## config.mk

```make
export PLATFORM = sky130hd
export DESIGN_NAME = tetromino_draw_ctrl
export DESIGN_NICKNAME = d
export VERILOG_FILES = /design/src/rtl/tetromino_draw_ctrl.sv
export SDC_FILE = /design/constraint.sdc
export NUM_CORES = 1
export LEC_CHECK = 0
export CAP_MARGIN = 20
export CORE_MARGIN = 3
export CORE_UTILIZATION = 45
export DETAILED_ROUTE_END_ITERATION = 10
export MAX_ROUTING_LAYER = met4
export PLACE_DENSITY = 0.79
export SETUP_SLACK_MARGIN = 0.5
export SYNTH_ARGS = -nofsm -noshare
export SYNTH_HDL_FRONTEND = slang
export SYNTH_SLANG_ARGS = --single-unit
```

## constraint.sdc

```tcl
create_clock -name CLOCK_50 -period 7.4 [get_ports CLOCK_50]
set_clock_uncertainty 0.15 [all_clocks]
set_input_delay 1.11 -clock CLOCK_50 [delete_from_list [all_inputs] [get_ports CLOCK_50]]
set_output_delay 1.11 -clock CLOCK_50 [all_outputs]
set_load 0.005 [all_outputs]
```

## src/rtl/tetromino_draw_ctrl.sv

```systemverilog
// ---------------------------------------------------------------------------
// tetromino_draw_ctrl
//
// Sequences tetromino redraws onto a 160x120 VGA frame buffer. Each accepted
// move request first erases the piece at its current location (if one is on
// screen) and then draws the requested piece at its new origin. Each pass
// walks the {row, col} sprite address space, absorbs the one-cycle piece-ROM
// read latency and emits clipped plot/x/y/colour writes.
//
// Ports
//   CLOCK_50        in   system clock, all state on posedge
//   Reset           in   asynchronous active-high reset
//   req             in   move request, sampled only in IDLE
//   req_erase_only  in   with req: erase current piece, draw nothing
//   req_x / req_y   in   new sprite origin
//   req_piece       in   new piece select
//   busy            out  high in every state except IDLE
//   done            out  one-cycle pulse in DONE
//   rom_addr        out  {row, col} address to the piece ROMs
//   rom_sel         out  piece select to the colour mux
//   rom_color       in   muxed ROM data, valid the cycle after rom_addr
//   vga_x / vga_y   out  pixel coordinate
//   vga_colour      out  pixel colour
//   plot            out  write strobe to the VGA adapter
// ---------------------------------------------------------------------------
module tetromino_draw_ctrl #(
    parameter int unsigned DIM_BITS  = 4,
    parameter int unsigned SCREEN_W  = 160,
    parameter int unsigned SCREEN_H  = 120,
    parameter logic [2:0]  BG_COLOUR = 3'b000
) (
    input  logic                  CLOCK_50,
    input  logic                  Reset,
    input  logic                  req,
    input  logic                  req_erase_only,
    input  logic [7:0]            req_x,
    input  logic [6:0]            req_y,
    input  logic [1:0]            req_piece,
    output logic                  busy,
    output logic                  done,
    output logic [2*DIM_BITS-1:0] rom_addr,
    output logic [1:0]            rom_sel,
    input  logic [2:0]            rom_color,
    output logic [7:0]            vga_x,
    output logic [6:0]            vga_y,
    output logic [2:0]            vga_colour,
    output logic                  plot
);

    localparam int unsigned AW = 2 * DIM_BITS;
    localparam int unsigned XW = 9;
    localparam int unsigned YW = 8;
    localparam logic [AW-1:0] CNT_LAST = '1;

    typedef enum logic [2:0] {
        S_IDLE    = 3'd0,
        S_ERASE   = 3'd1,
        S_E_DRAIN = 3'd2,
        S_DRAW    = 3'd3,
        S_D_DRAIN = 3'd4,
        S_DONE    = 3'd5
    } state_t;

    state_t          state_q;
    logic [AW-1:0]   cnt_q;
    logic            drain_q;
    logic            erase_only_q;
    logic            busy_q;
    logic            done_q;
    logic [1:0]      rom_sel_q;

    logic [7:0]      cur_x_q;
    logic [6:0]      cur_y_q;
    logic [1:0]      cur_piece_q;
    logic            cur_valid_q;
    logic [7:0]      new_x_q;
    logic [6:0]      new_y_q;
    logic [1:0]      new_piece_q;

    // Stage register: coordinate and pass flags aligned with the ROM read
    logic [XW-1:0]   stg_x_q;
    logic [YW-1:0]   stg_y_q;
    logic            stg_act_q;
    logic            stg_erase_q;

    logic [7:0]      vga_x_q;
    logic [6:0]      vga_y_q;
    logic [2:0]      vga_colour_q;
    logic            plot_q;

    logic [DIM_BITS-1:0] row;
    logic [DIM_BITS-1:0] col;
    logic [7:0]          org_x;
    logic [6:0]          org_y;
    logic [XW-1:0]       pix_x_d;
    logic [YW-1:0]       pix_y_d;
    logic                pass_act_d;
    logic                on_screen;
    logic                plot_d;
    logic [2:0]          colour_d;

    // Pixel address generation for the address presented this cycle
    always_comb begin
        row        = cnt_q[AW-1:DIM_BITS];
        col        = cnt_q[DIM_BITS-1:0];
        org_x      = (state_q == S_ERASE) ? cur_x_q : new_x_q;
        org_y      = (state_q == S_ERASE) ? cur_y_q : new_y_q;
        // Widened sums so off-screen origins never wrap back onto the screen
        pix_x_d    = XW'(org_x) + XW'(col);
        pix_y_d    = YW'(org_y) + YW'(row);
        pass_act_d = (state_q == S_ERASE) || (state_q == S_DRAW);
    end

    // Plot decision once the ROM data for the staged address has arrived
    always_comb begin
        on_screen = (stg_x_q < XW'(SCREEN_W)) && (stg_y_q < YW'(SCREEN_H));
        plot_d    = stg_act_q && (rom_color != 3'b000) && on_screen;
        colour_d  = stg_erase_q ? BG_COLOUR : rom_color;
    end

    // Two-stage pixel pipeline: stage register, then output register
    always_ff @(posedge CLOCK_50 or posedge Reset) begin
        if (Reset) begin
            stg_x_q      <= '0;
            stg_y_q      <= '0;
            stg_act_q    <= 1'b0;
            stg_erase_q  <= 1'b0;
            vga_x_q      <= '0;
            vga_y_q      <= '0;
            vga_colour_q <= '0;
            plot_q       <= 1'b0;
        end else begin
            stg_x_q      <= pix_x_d;
            stg_y_q      <= pix_y_d;
            stg_act_q    <= pass_act_d;
            stg_erase_q  <= (state_q == S_ERASE);
            vga_x_q      <= stg_x_q[7:0];
            vga_y_q      <= stg_y_q[6:0];
            vga_colour_q <= colour_d;
            plot_q       <= plot_d;
        end
    end

    // Control FSM with registered busy/done/rom_sel
    always_ff @(posedge CLOCK_50 or posedge Reset) begin
        if (Reset) begin
            state_q      <= S_IDLE;
            cnt_q        <= '0;
            drain_q      <= 1'b0;
            erase_only_q <= 1'b0;
            busy_q       <= 1'b0;
            done_q       <= 1'b0;
            rom_sel_q    <= '0;
            cur_x_q      <= '0;
            cur_y_q      <= '0;
            cur_piece_q  <= '0;
            cur_valid_q  <= 1'b0;
            new_x_q      <= '0;
            new_y_q      <= '0;
            new_piece_q  <= '0;
        end else begin
            done_q <= 1'b0;
            case (state_q)
                S_IDLE: begin
                    if (req) begin
                        erase_only_q <= req_erase_only;
                        cnt_q        <= '0;
                        busy_q       <= 1'b1;
                        if (!req_erase_only) begin
                            new_x_q     <= req_x;
                            new_y_q     <= req_y;
                            new_piece_q <= req_piece;
                        end
                        if (cur_valid_q) begin
                            state_q   <= S_ERASE;
                            rom_sel_q <= cur_piece_q;
                        end else if (req_erase_only) begin
                            // Nothing on screen to erase
                            state_q <= S_DONE;
                            done_q  <= 1'b1;
                        end else begin
                            state_q   <= S_DRAW;
                            rom_sel_q <= req_piece;
                        end
                    end
                end

                S_ERASE: begin
                    cnt_q <= cnt_q + AW'(1);
                    if (cnt_q == CNT_LAST) begin
                        state_q <= S_E_DRAIN;
                        drain_q <= 1'b0;
                    end
                end

                S_E_DRAIN: begin
                    drain_q <= 1'b1;
                    if (drain_q) begin
                        if (erase_only_q) begin
                            state_q <= S_DONE;
                            done_q  <= 1'b1;
                        end else begin
                            state_q   <= S_DRAW;
                            cnt_q     <= '0;
                            rom_sel_q <= new_piece_q;
                        end
                    end
                end

                S_DRAW: begin
                    cnt_q <= cnt_q + AW'(1);
                    if (cnt_q == CNT_LAST) begin
                        state_q <= S_D_DRAIN;
                        drain_q <= 1'b0;
                    end
                end

                S_D_DRAIN: begin
                    drain_q <= 1'b1;
                    if (drain_q) begin
                        state_q <= S_DONE;
                        done_q  <= 1'b1;
                    end
                end

                S_DONE: begin
                    state_q <= S_IDLE;
                    busy_q  <= 1'b0;
                    if (erase_only_q) begin
                        cur_valid_q <= 1'b0;
                    end else begin
                        cur_x_q     <= new_x_q;
                        cur_y_q     <= new_y_q;
                        cur_piece_q <= new_piece_q;
                        cur_valid_q <= 1'b1;
                    end
                end

                default: begin
                    state_q <= S_IDLE;
                    busy_q  <= 1'b0;
                end
            endcase
        end
    end

    assign busy       = busy_q;
    assign done       = done_q;
    assign rom_addr   = cnt_q;
    assign rom_sel    = rom_sel_q;
    assign vga_x      = vga_x_q;
    assign vga_y      = vga_y_q;
    assign vga_colour = vga_colour_q;
    assign plot       = plot_q;

endmodule
```

* Yosys cells after proc, flatten, opt, wreduce, memory -nomap -nowiden
Cells that the tools add are included.
Widths: inputs -> output; s select.
** Cells by class
- $lt $le $gt $ge :: 2
- Eq/ne operators :: 14
- Multiplexer cells :: 34
- Reduce and logical (&&, ||, !) cells :: 20
- Bitwise operators :: 3
- Add/sub/neg operators :: 3
** Operators with widths (number)
- $mux 8 :: 4
- $mux 3 :: 9
- $pmux 8 s3 :: 1
- $pmux 3 s5 :: 1
- $mux 2 :: 5
- $reduce_and 5->1 :: 2
- $add 8x4->9 :: 1
- $lt 9x8->1 const B :: 1
- $mux 1 :: 9
- $add 7x4->8 :: 1
- $add 8x1->8 const B :: 1
- $eq 8x8->1 const B :: 1
- $lt 8x7->1 const B :: 1
- $ne 2x2->1 const B :: 4
- $reduce_and 2->1 :: 4
- $mux 7 :: 1
- $eq 3x2->1 const B :: 2
- $eq 3x3->1 const B :: 2
- $ne 2x1->1 const B :: 3
- $reduce_bool 3->1 :: 2
- $pmux 1 s2 :: 2
- $pmux 2 s2 :: 1
- $reduce_and 4->1 :: 1
- $reduce_bool 2->1 :: 2
- 10 further kinds :: 15
** Word-level totals
- Register bits :: 90
- Output and inout port bits :: 31

* Depth between registers and ports, before layout
- Depth after elaboration :: 4
- Mapped depth :: 10

* Least setup slack after synthesis
OpenSTA, ideal clock, no wires.
- Path type :: register to register
- From :: register state_q[2]
- To :: register stg_y_q[6]
- Arrival :: 2.605 ns
- Slack :: 4.518 ns
- Buffers on the path :: 2
- Library setup time :: 0.127 ns
- Data required time :: 7.123 ns
- Clock period less this slack :: 2.882 ns
- Cell stages (with the launch flop) :: 11
- Cells stage by stage :: dfrtp_1 -> nor3b_2 -> buf_2 -> buf_4 -> mux2_2 -> ha_1 -> fa_1 -> a21o_1 -> a21oi_1 -> nor2_1 -> xnor2_1
** Between the ends
- Cells in the longest elaborated chain, start to end :: 3
** RTL lines
- from (decl) :: RTL line 64 : state_t state_q;
- from (signal assigned) :: RTL line 147 : state_q <= S_IDLE;
- from (signal assigned) :: RTL line 175 : state_q <= S_ERASE;
- from (signal assigned) :: RTL line 179 : state_q <= S_DONE;
- $eq 3x1->1 :: RTL line 107 : org_y = (state_q == S_ERASE) ? cur_y_q : new_y_q;
- $mux 7 :: RTL line 107
- $add 7x4->8 :: RTL line 110 : pix_y_d = YW'(org_y) + YW'(row);
- net pix_y_d[6] :: RTL line 96 : logic [YW-1:0] pix_y_d;
- to (signal assigned) :: RTL line 134 : stg_y_q <= pix_y_d;
- to (decl) :: RTL line 82 : logic [YW-1:0] stg_y_q;
The timed path passes the listed nets, and every way through them passes these cells.
A chain may end at the register's enable or synchronous reset.

* Worst setup path after layout
- From :: input req
- To :: register new_piece_q[1]
** Between the ends
- Cells in the longest elaborated chain, start to end :: 1
** RTL lines
- from (decl) :: RTL line 34 : input logic req,
- $reduce_and 3->1 (no line)
- to (signal assigned) :: RTL line 172 : new_piece_q <= req_piece;
- to (decl) :: RTL line 78 : logic [1:0] new_piece_q;
Every way passes these cells.

==> results.json <==
{
  "clock_power_share": 0.178,
  "yosys_warnings": 0,
  "slew_headroom": 0.368,
  "holdWs_ps": 203,
  "dieArea_um2": 9800,
  "power_density_nw_per_um2": 412,
  "critPathCaptureType": "register",
  "tns_ps": 0,
  "met1_usage": 0.202,
  "vias": 2524,
  "ys_top_cells_by_count": "dfrtp_1, mux2_2, o21ai_0",
  "ir_drop_mv": 0.144,
  "cts_hold_buf": 0,
  "grt_pass1_wl_mm": 12.3,
  "wire_per_inst_um": 15.3,
  "nets": 404,
  "syn_inst": 307,
  "status": "completed",
  "via_per_inst": 5.29,
  "grt_antenna_before_repair": 0,
  "use_met3": 0.0382,
  "drive_gt1_frac": 0.164,
  "syn-cell-area_um2": 3890,
  "dpl.hpwl_mm": 5.04,
  "clkLatencyLatePin_ps": 370,
  "gp_congestion": 0.837,
  "htreeDepth": 3,
  "utilization": 0.576,
  "met2_usage": 0.255,
  "syn-num-nets": 344,
  "rsz0062_at_grt": "false",
  "power.share.switching": 0.346,
  "slew_viol_final": 0,
  "crit_type": "input port to register",
  "wl_mm": 7.32,
  "initial_utilization": 0.469,
  "crit_required_ps": 7500,
  "critPathMaxFanout": 10,
  "rows": 33,
  "synth_top_area_share": 0.579,
  "synth_area_per_cell_um2": 12.7,
  "num_io_pins": 55,
  "p_switching_w": 0.000682,
  "seqPwrFrac": 0.438,
  "synth_cell_type_count": 37,
  "ctsResizeCount": 0,
  "tightest_slew_ps": 948,
  "grt.total_usage": 0.164,
  "final_hold_viol_count": 0,
  "post-route-period-util": 0.440,
  "p_leak_nw": 2.11,
  "final_antenna_net_count": 0,
  "cts_tree": "done",
  "grt-ovfl-total": 0,
  "internal-power_w": 0.00129,
  "synth_seq_cells": 90,
  "max_cap_violations": 0,
  "path_clk_slew_ps": 90,
  "first_pass_iters": 4,
  "cts_sinks": 90,
  "cp-start-kind": "input port",
  "cp.arrival_ps": 3360,
  "ys_seq_area_frac": 0.579,
  "clock-root-buffer": "clkbuf_8",
  "core_area_um2": 8300,
  "die_h_um": 99.0,
  "synth_top_area_cell": "dfrtp_1",
  "placed_area_um2": 4540,
  "grt_pass1_vias": 2619,
  "synth_edf_count": 0,
  "cts_buffer_depth": 2,
  "busiest_layer": "met2",
  "clock.fmax_mhz": 307,
  "drtIter0Drc": 130,
  "hp-class": "register to register",
  "synth.most_common_cell": "dfrtp_1",
  "synth_area_leaders": "dfrtp_1, mux2_2, ha_1",
  "die_w_um": 99.0,
  "synth_top_flop_cell": "dfrtp_1",
  "post-route-min-period_ps": 3260,
  "setup_viol": 0,
  "async_flop_share": 1.00,
  "cts_setup_buffers": 0,
  "grt_max_degree": 91,
  "comb_power_share": 0.384,
  "drc": 0,
  "diodes": 0,
  "final_cell_area_um2": 4780,
  "io_buffers": 54,
  "numCtsBuffers": 9,
  "area_growth_pct": 22.9
}
cells in the final DEF (no fill, tap or decap), drive strengths merged, types with 10 or more instances in the layout:
cell type / instances
dfrtp: 90
clkdlybuf4s50: 54
mux2: 45
o21ai: 24
nand2: 20
nor2: 18
inv: 12
ha: 11
mux2i: 10
xnor2: 10
power groups by stage:
| stage | logic [W] | registers (W) | clock network (W) |
|---|---|---|---|
| final | 0.000756 | 0.000862 | 0.000350 |
| after global routing | 0.000833 | 0.000893 | 0.000380 |
| after CTS | 0.000752 | 0.000863 | 0.000360 |
| after detailed placement | 0.000748 | 0.000872 | 0 |
| after global placement | 0.000720 | 0.000859 | 0 |
| after floorplan | 0.000522 | 0.000821 | 0 |
area by class of cell:
type	count	area, um2
tap	105	131
fill	672	3520
timing repair buffer	58	598
multi-input combinational	199	1560
sequential	90	2250
clock buffer	9	124
clock inverter	7	81.3
inverter	9	35.0
sequential cells by signal, indices dropped and copies added (netlist names), 3 cells and up:
| register | cells |
|---|---|
| stg_x_q | 9 |
| cur_x_q | 8 |
| stg_y_q | 8 |
| state_q | 3 |
| rom_addr | 8 |
| new_x_q | 8 |
| vga_y | 7 |
| cur_y_q | 7 |
| new_y_q | 7 |
| vga_x | 8 |
| vga_colour | 3 |
metrics by stage:
step / setup slack, ps / std cells / total power [W]
finish: 4140 / 477 / 0.00197
floorplan: 3800 / 307 / 0.00134
global placement: 3840 / 459 / 0.00158
detailed placement: 3700 / 459 / 0.00162
global route: 4030 / 477 / 0.00211
CTS: 3740 / 475 / 0.00197
worst max-delay path, cell delays in order:
cell             delay, ps
clkdlybuf4s50_1        490
nor4b_2                380
nor2b_1                700
buf_4                  330
mux2_1                 340
metal layers:
metal  wire, um  vias to the layer above
met3        370                       17
met2       3490                       74
met4        182                        0
li1           -                     1208
met1       3270                     1225
met5          0                        -
kinds of logic (layout without fill, tap and decap cells):
group	after synthesis	in the layout	synth area share
AOI/OAI and AO/OA	57	57	0.0939
muxes	55	55	0.156
xor gates and xnor gates	13	13	0.0293
DFF	90	90	0.579
buffers and inverters	18	83	0.0215
adders and majority gates	13	13	0.0457
and+or+nand+nor	61	61	0.0749
worst paths after layout:
path                                 start        endpoint  slack [ps]  depth (start not counted)
worst min register to register  stg_x_q[1]        vga_x[1]         200                          0
worst min-delay path            stg_x_q[1]        vga_x[1]         200                          0
max in group asynchronous            Reset     cur_valid_q        5520                          4
min in group asynchronous            Reset        vga_x[6]         960                          3
worst max-delay path                   req  new_piece_q[1]        4140                          5
worst max register to register  state_q[0]      stg_x_q[7]        4260                          9
Power figures use the tool's default switching activity.
